$ cat config.mk
export PLATFORM = sky130hd
export DESIGN_NAME = seq_divider_flat
export DESIGN_NICKNAME = d
export VERILOG_FILES = /design/src/rtl/seq_divider_if.sv /design/src/rtl/seq_divider.sv /design/src/flat_wrapper.sv
export SDC_FILE = /design/constraint.sdc
export NUM_CORES = 1
export LEC_CHECK = 0
export ABC_AREA = 1
export BUFFER_PORTS_ARGS = -buffer_cell sky130_fd_sc_hd__buf_2
export CAP_MARGIN = 5
export CORE_MARGIN = 3
export CORE_UTILIZATION = 60
export DETAILED_ROUTE_END_ITERATION = 7
export PLACE_DENSITY = 0.91
export SYNTH_ARGS = -nofsm -noshare
export SYNTH_HDL_FRONTEND = slang
export SYNTH_SLANG_ARGS = --single-unit
$ cat constraint.sdc
create_clock -name clock -period 3.3 [get_ports clock]
set_input_delay 0 -clock clock [delete_from_list [all_inputs] [get_ports clock]]
set_output_delay 0 -clock clock [all_outputs]
set_load 0.03 [all_outputs]
$ cat src/rtl/seq_divider_if.sv
// Divide-request interface between the ALU control (master) and the
// sequential divider (slave): clock enable, operands in, results and
// handshake out.
interface seq_divider_if #(
    parameter int WIDTH = 16
);
    logic             clken;
    logic             start;
    logic [WIDTH-1:0] numer;
    logic [WIDTH-1:0] denom;
    logic [WIDTH-1:0] quotient;
    logic [WIDTH-1:0] remainder;
    logic             div_by_zero;
    logic             busy;
    logic             done;

    modport master (
        output clken, start, numer, denom,
        input  quotient, remainder, div_by_zero, busy, done
    );

    modport slave (
        input  clken, start, numer, denom,
        output quotient, remainder, div_by_zero, busy, done
    );
endinterface

$ cat src/rtl/seq_divider.sv
// Multi-cycle signed integer divider. Restoring shift-subtract on the
// operand magnitudes, one quotient bit per enabled clock, followed by a
// sign-fixup cycle. Fixed latency independent of the operands.
module seq_divider #(
    parameter int WIDTH = 16
) (
    input  logic clock,
    input  logic reset,
    seq_divider_if.slave bus
);
    localparam int CW = $clog2(WIDTH + 1);

    typedef enum logic [1:0] {
        IDLE = 2'd0,
        DIV  = 2'd1,
        FIX  = 2'd2
    } state_t;

    state_t           state;
    logic [CW-1:0]    count;
    logic [WIDTH:0]   rem_r;      // partial remainder, one bit wider than |d|
    logic [WIDTH-1:0] quo_r;      // dividend shifting out, quotient shifting in
    logic [WIDTH-1:0] den_r;      // |denom|
    logic             neg_q;      // quotient must be negated
    logic             neg_r;      // remainder must be negated (sign of numer)
    logic             dbz_r;      // captured denom == 0

    logic [WIDTH-1:0] abs_numer;
    logic [WIDTH-1:0] abs_denom;
    logic [WIDTH:0]   rem_shift;
    logic [WIDTH:0]   rem_next;
    logic [WIDTH-1:0] quo_next;

    // Two's-complement magnitude; the most negative value maps to 2^(WIDTH-1)
    // when read as unsigned, which is exactly what the datapath wants.
    assign abs_numer = bus.numer[WIDTH-1] ? -bus.numer : bus.numer;
    assign abs_denom = bus.denom[WIDTH-1] ? -bus.denom : bus.denom;
    assign rem_shift = {rem_r[WIDTH-1:0], quo_r[WIDTH-1]};

    // One restoring step: trial-subtract |d| from the shifted remainder.
    always_comb begin
        // NOTE: every output gets a default first so no latch is inferred.
        rem_next = rem_shift;
        quo_next = {quo_r[WIDTH-2:0], 1'b0};
        if (rem_shift >= {1'b0, den_r}) begin
            rem_next    = rem_shift - {1'b0, den_r};
            quo_next[0] = 1'b1;
        end
    end

    // Control FSM with the datapath and registered results.
    always_ff @(posedge clock or posedge reset) begin
        if (reset) begin
            // NOTE: sequential state uses non-blocking assignments only.
            state           <= IDLE;
            count           <= '0;
            rem_r           <= '0;
            quo_r           <= '0;
            den_r           <= '0;
            neg_q           <= 1'b0;
            neg_r           <= 1'b0;
            dbz_r           <= 1'b0;
            bus.quotient    <= '0;
            bus.remainder   <= '0;
            bus.div_by_zero <= 1'b0;
            bus.busy        <= 1'b0;
            bus.done        <= 1'b0;
        end else if (bus.clken) begin
            case (state)
                IDLE: begin
                    bus.done <= 1'b0;
                    if (bus.start) begin
                        rem_r    <= '0;
                        quo_r    <= abs_numer;
                        den_r    <= abs_denom;
                        neg_r    <= bus.numer[WIDTH-1];
                        neg_q    <= bus.numer[WIDTH-1] ^ bus.denom[WIDTH-1];
                        dbz_r    <= (bus.denom == '0);
                        count    <= CW'(WIDTH);
                        bus.busy <= 1'b1;
                        state    <= DIV;
                    end
                end
                DIV: begin
                    rem_r <= rem_next;
                    quo_r <= quo_next;
                    count <= count - CW'(1);
                    if (count == CW'(1)) begin
                        state <= FIX;
                    end
                end
                FIX: begin
                    // With |d| = 0 every trial subtract succeeds, so the raw
                    // quotient is all ones and the raw remainder is |numer|;
                    // force the quotient so its sign fixup cannot disturb it.
                    if (dbz_r) begin
                        bus.quotient <= '1;
                    end else if (neg_q) begin
                        bus.quotient <= -quo_r;
                    end else begin
                        bus.quotient <= quo_r;
                    end
                    bus.remainder   <= neg_r ? -rem_r[WIDTH-1:0] : rem_r[WIDTH-1:0];
                    bus.div_by_zero <= dbz_r;
                    bus.done        <= 1'b1;
                    bus.busy        <= 1'b0;
                    state           <= IDLE;
                end
                default: begin
                    state <= IDLE;
                end
            endcase
        end
    end
endmodule

$ cat src/flat_wrapper.sv
// flat-port wrapper written by rule: the top's interface ports become plain ports
module seq_divider_flat 
#(
    parameter int WIDTH = 16
)
  (clock, reset, bus_clken, bus_start, bus_numer, bus_denom, bus_quotient, bus_remainder, bus_div_by_zero, bus_busy, bus_done);
  seq_divider_if #(.WIDTH(WIDTH)) bus_i ();
  input  logic clock;
  input  logic reset;
  input wire logic [$bits(bus_i.clken)-1:0] bus_clken;
  input wire logic [$bits(bus_i.start)-1:0] bus_start;
  input wire logic [$bits(bus_i.numer)-1:0] bus_numer;
  input wire logic [$bits(bus_i.denom)-1:0] bus_denom;
  output wire logic [$bits(bus_i.quotient)-1:0] bus_quotient;
  output wire logic [$bits(bus_i.remainder)-1:0] bus_remainder;
  output wire logic [$bits(bus_i.div_by_zero)-1:0] bus_div_by_zero;
  output wire logic [$bits(bus_i.busy)-1:0] bus_busy;
  output wire logic [$bits(bus_i.done)-1:0] bus_done;
  assign bus_i.clken = bus_clken;
  assign bus_i.start = bus_start;
  assign bus_i.numer = bus_numer;
  assign bus_i.denom = bus_denom;
  assign bus_quotient = bus_i.quotient;
  assign bus_remainder = bus_i.remainder;
  assign bus_div_by_zero = bus_i.div_by_zero;
  assign bus_busy = bus_i.busy;
  assign bus_done = bus_i.done;
  seq_divider #(.WIDTH(WIDTH)) u_core (.clock(clock), .reset(reset), .bus(bus_i));
endmodule
==> results.py <==
metrics = {
    "run": {
        "cap_violations": 0,
    },
    "timing": {
        "tns_ns": 0,
        "rsz0062_at_grt": "no",
        "period_needed_ns": 2.45,
        "drv_slew": 0,
        "setup_violations": 0,
        "worstMarginPinSlew_ns": 0.685,
        "setup_ws_ns": 0.852,
        "max_freq_ghz": 0.408,
        "final_hold_viol_count": 0,
        "whs_ns": 0.0151,
        "fin_crit_sh_pct": 74.2,
        "fin_skew_ns": 0.0121,
        "slew_headroom_pct": 54.3,
    },
    "power": {
        "vdd_ir_drop_max_uv": 418,
        "p_sw_mw": 3.75,
        "finalPower_mw": 7.20,
        "power.leakage_nw": 3.89,
        "comb_power_share_pct": 61.6,
        "sw_frac_of_total_pct": 52.0,
        "seqPwrFrac_pct": 28.7,
        "internal-power_mw": 3.46,
        "powerDensity_mw_per_mm2": 993,
        "clkPwrFrac_pct": 9.7,
    },
    "placement": {
        "gp_congestion": 0.933,
        "place_area_mm2": 0.00689,
        "port_buffers": 70,
        "placed_cells": 1115,
        "dp_hpwl_mm": 11.8,
        "place_ws_ns": 0.926,
    },
    "final_layout": {
        "finalNonFillerCells": 1150,
        "drive_above_1_share_pct": 11.8,
        "postLayoutCellArea_mm2": 0.00725,
        "post-route-util_pct": 69.9,
        "syn_to_final_growth_pct": 12.4,
        "nNetsFinal": 1068,
        "fillCellCount": 867,
        "num_antenna_cells": 0,
    },
    "logic_synthesis": {
        "ys_types": 46,
        "postSynthAreaPerCell_um2": 6.94,
        "synth-main-ff-cell": "dfrtp_1",
        "synth_warnings": 0,
        "ys_seq_area_share_pct": 36.1,
        "ys_async_sr_fraction_pct": 100,
        "ys_ff_latch": 93,
        "synthesis.nets": 988,
        "synth_edf_count": 0,
        "synth.cell_area_mm2": 0.00645,
        "synthCells": 929,
    },
    "route": {
        "dr.pass1.iters": 5,
        "drc_errors": 0,
        "wl_mm": 15.6,
        "ant_nets": 0,
        "wl_per_cell_um": 13.6,
        "viasPerCell": 5.49,
        "via_count": 6311,
        "drt_iter0_markers": 625,
    },
    "grt": {
        "grt_max_degree": 43,
        "grt_first_pass_wirelength_mm": 26.8,
        "first_global_vias": 5644,
        "antenna_found_initial": 0,
        "grt-ovfl-total": 0,
        "grt_usage_pct": 28.1,
    },
    "setup_path": {
        "r2r_cells": 9,
        "cp-start-kind": "flop",
        "crit_start": "u_core.state[1]$_DFFE_PP0P_",
        "r2r-end": "u_core.count[4]$_DFFE_PP0P_",
        "crit_path_end_kind": "flop",
        "rr_startpoint": "u_core.state[1]$_DFFE_PP0P_",
        "cp-endpoint": "u_core.count[4]$_DFFE_PP0P_",
        "ff2ff_setup_slack_ns": 0.85,
        "required_ns": 3.55,
        "critPathKind": "flop to flop",
        "critPathMaxFanout": 31,
        "cp.arrival_ns": 2.70,
    },
    "floorplanning": {
        "start_util_pct": 62.2,
        "fp.dieW_um": 110,
        "die_h_um": 110,
        "dieArea_mm2": 0.0120,
        "ios": 71,
        "num_rows": 37,
        "core_area_mm2": 0.0104,
    },
    "clock_network": {
        "htree_levels": 3,
        "cts.sink_count": 93,
        "clkSlewWorstSetupHoldPaths_ns": 0.09,
        "worstSkewPairLatency_ns": 0.37,
        "cts_buffer_depth": 2,
        "cts_tree": "yes",
        "cts_made_buffers": 9,
        "hold_buffers": 19,
        "cts_root_buf": "clkbuf_8",
        "post_cts.repair.setup_buffers": 0,
        "cts-resized-gates": 0,
    },
    "worst_hold_path": {
        "hp-class": "input pin to flop",
    },
    "run_status": {
        "status": "finished, final reports clean",
    },
}
cell usage in the layout, fill, tap and decap left out, types with 4 or more instances in the layout:
master         count
xor2_1            21
nand2_1          250
or2_2              7
nor3_1             9
nor2_2             4
o22a_1             4
a21oi_1           35
o21ai_0           63
ha_1              22
nand4_1           13
o211ai_1           5
clkbuf_8          10
dlygate4sd3_1     19
o21a_1             4
nand3_1          100
dfrtp_1           93
buf_2             70
o22ai_1            4
buf_4              7
o21ai_1           19
inv_2              5
xnor2_1           10
inv_1            128
nor2_1            71
power by group through the flow:
| stage | Combinational (mW) | Sequential (mW) | Clock [mW] |
|---|---|---|---|
| CTS | 4.39 | 2.05 | 0.705 |
| finish | 4.43 | 2.07 | 0.699 |
| detailed placement | 4.33 | 2.07 | 0 |
| floorplan | 3.15 | 2.31 | 0 |
| global placement | 4.23 | 2.05 | 0 |
| global route | 5.06 | 2.13 | 0.757 |
cell type report:
class                           instances  area (um^2)  area share [%]
Tap cell                              136          170            2.35
Clock inverter                          3         21.3           0.293
Sequential cell                        93         2330            32.1
Multi-Input combinational cell        674         3480            48.0
Timing Repair Buffer                   96          593            8.18
Inverter                              135          508            7.01
Clock buffer                           13          149            2.05
per-layer routing:
layer	track usage (%)	up-vias	wire [um]
li1	-	3170	-
met1	41.2	2829	7230
met2	42.7	283	6850
met3	5.17	29	1270
met4	8.19	0	284
met5	0	-	0
Yosys cell counts (13+ instances only):
library cell  instances  area share [%]
ha_1                 22             4.3
a21oi_1              35             2.7
xor2_1               21             2.9
o21ai_1              19             1.5
nand3_1             100             7.8
nand2_1             250              15
inv_1               129             7.5
o21ai_0              63             4.9
dfrtp_1              93              36
nand4_1              13             1.3
nor2_1               71             4.1
worst max-delay path, stage by stage, from the launching register on:
cell and delay (ns):
dfrtp_1 0.47, nor2_8 0.29, inv_2 0.21, nor2_8 0.27
nor2_2 0.05, buf_4 0.23, inv_2 0.32, nand2_1 0.17
o31ai_1 0.22, nand3_1 0.10
registers in the layout (all words and copies together) (netlist names):
name	cells
u_core.count	5
u_core.bus.remainder	16
u_core.bus.busy	1
u_core.dbz_r	1
u_core.neg_r	1
u_core.quo_r	16
u_core.bus.done	1
u_core.bus.div_by_zero	1
u_core.state	2
u_core.bus.quotient	16
u_core.neg_q	1
u_core.den_r	16
u_core.rem_r	16
cell families after synthesis:
group	Yosys count	synth area share, %
AO/OA/AOI/OAI	147	12.7
XOR/XNOR	31	4.21
flip-flops	93	36.1
adder cells (fa/ha/maj)	23	4.58
AND/OR/NAND/NOR	473	32.5
buffers and inverters	162	9.91
how the worst min path moves through the flow:
stage,from,endpoint,slack (ns),depth (start not counted)
2_1_floorplan,bus_denom[14],u_core.den_r[14]$_DFFE_PP0P_,0.15,2
4_1_cts,bus_numer[3],u_core.quo_r[3]$_DFFE_PP0P_,0.002,4
3_5_place_dp,reset,u_core.bus.remainder[0]$_DFFE_PP0P_,0.12,2
6_report,bus_denom[5],u_core.den_r[5]$_DFFE_PP0P_,0.02,3
3_3_place_gp,reset,u_core.bus.remainder[0]$_DFFE_PP0P_,0.12,2
5_1_grt,bus_denom[5],u_core.den_r[5]$_DFFE_PP0P_,0.03,3
(Power assumes the default switching activity.)
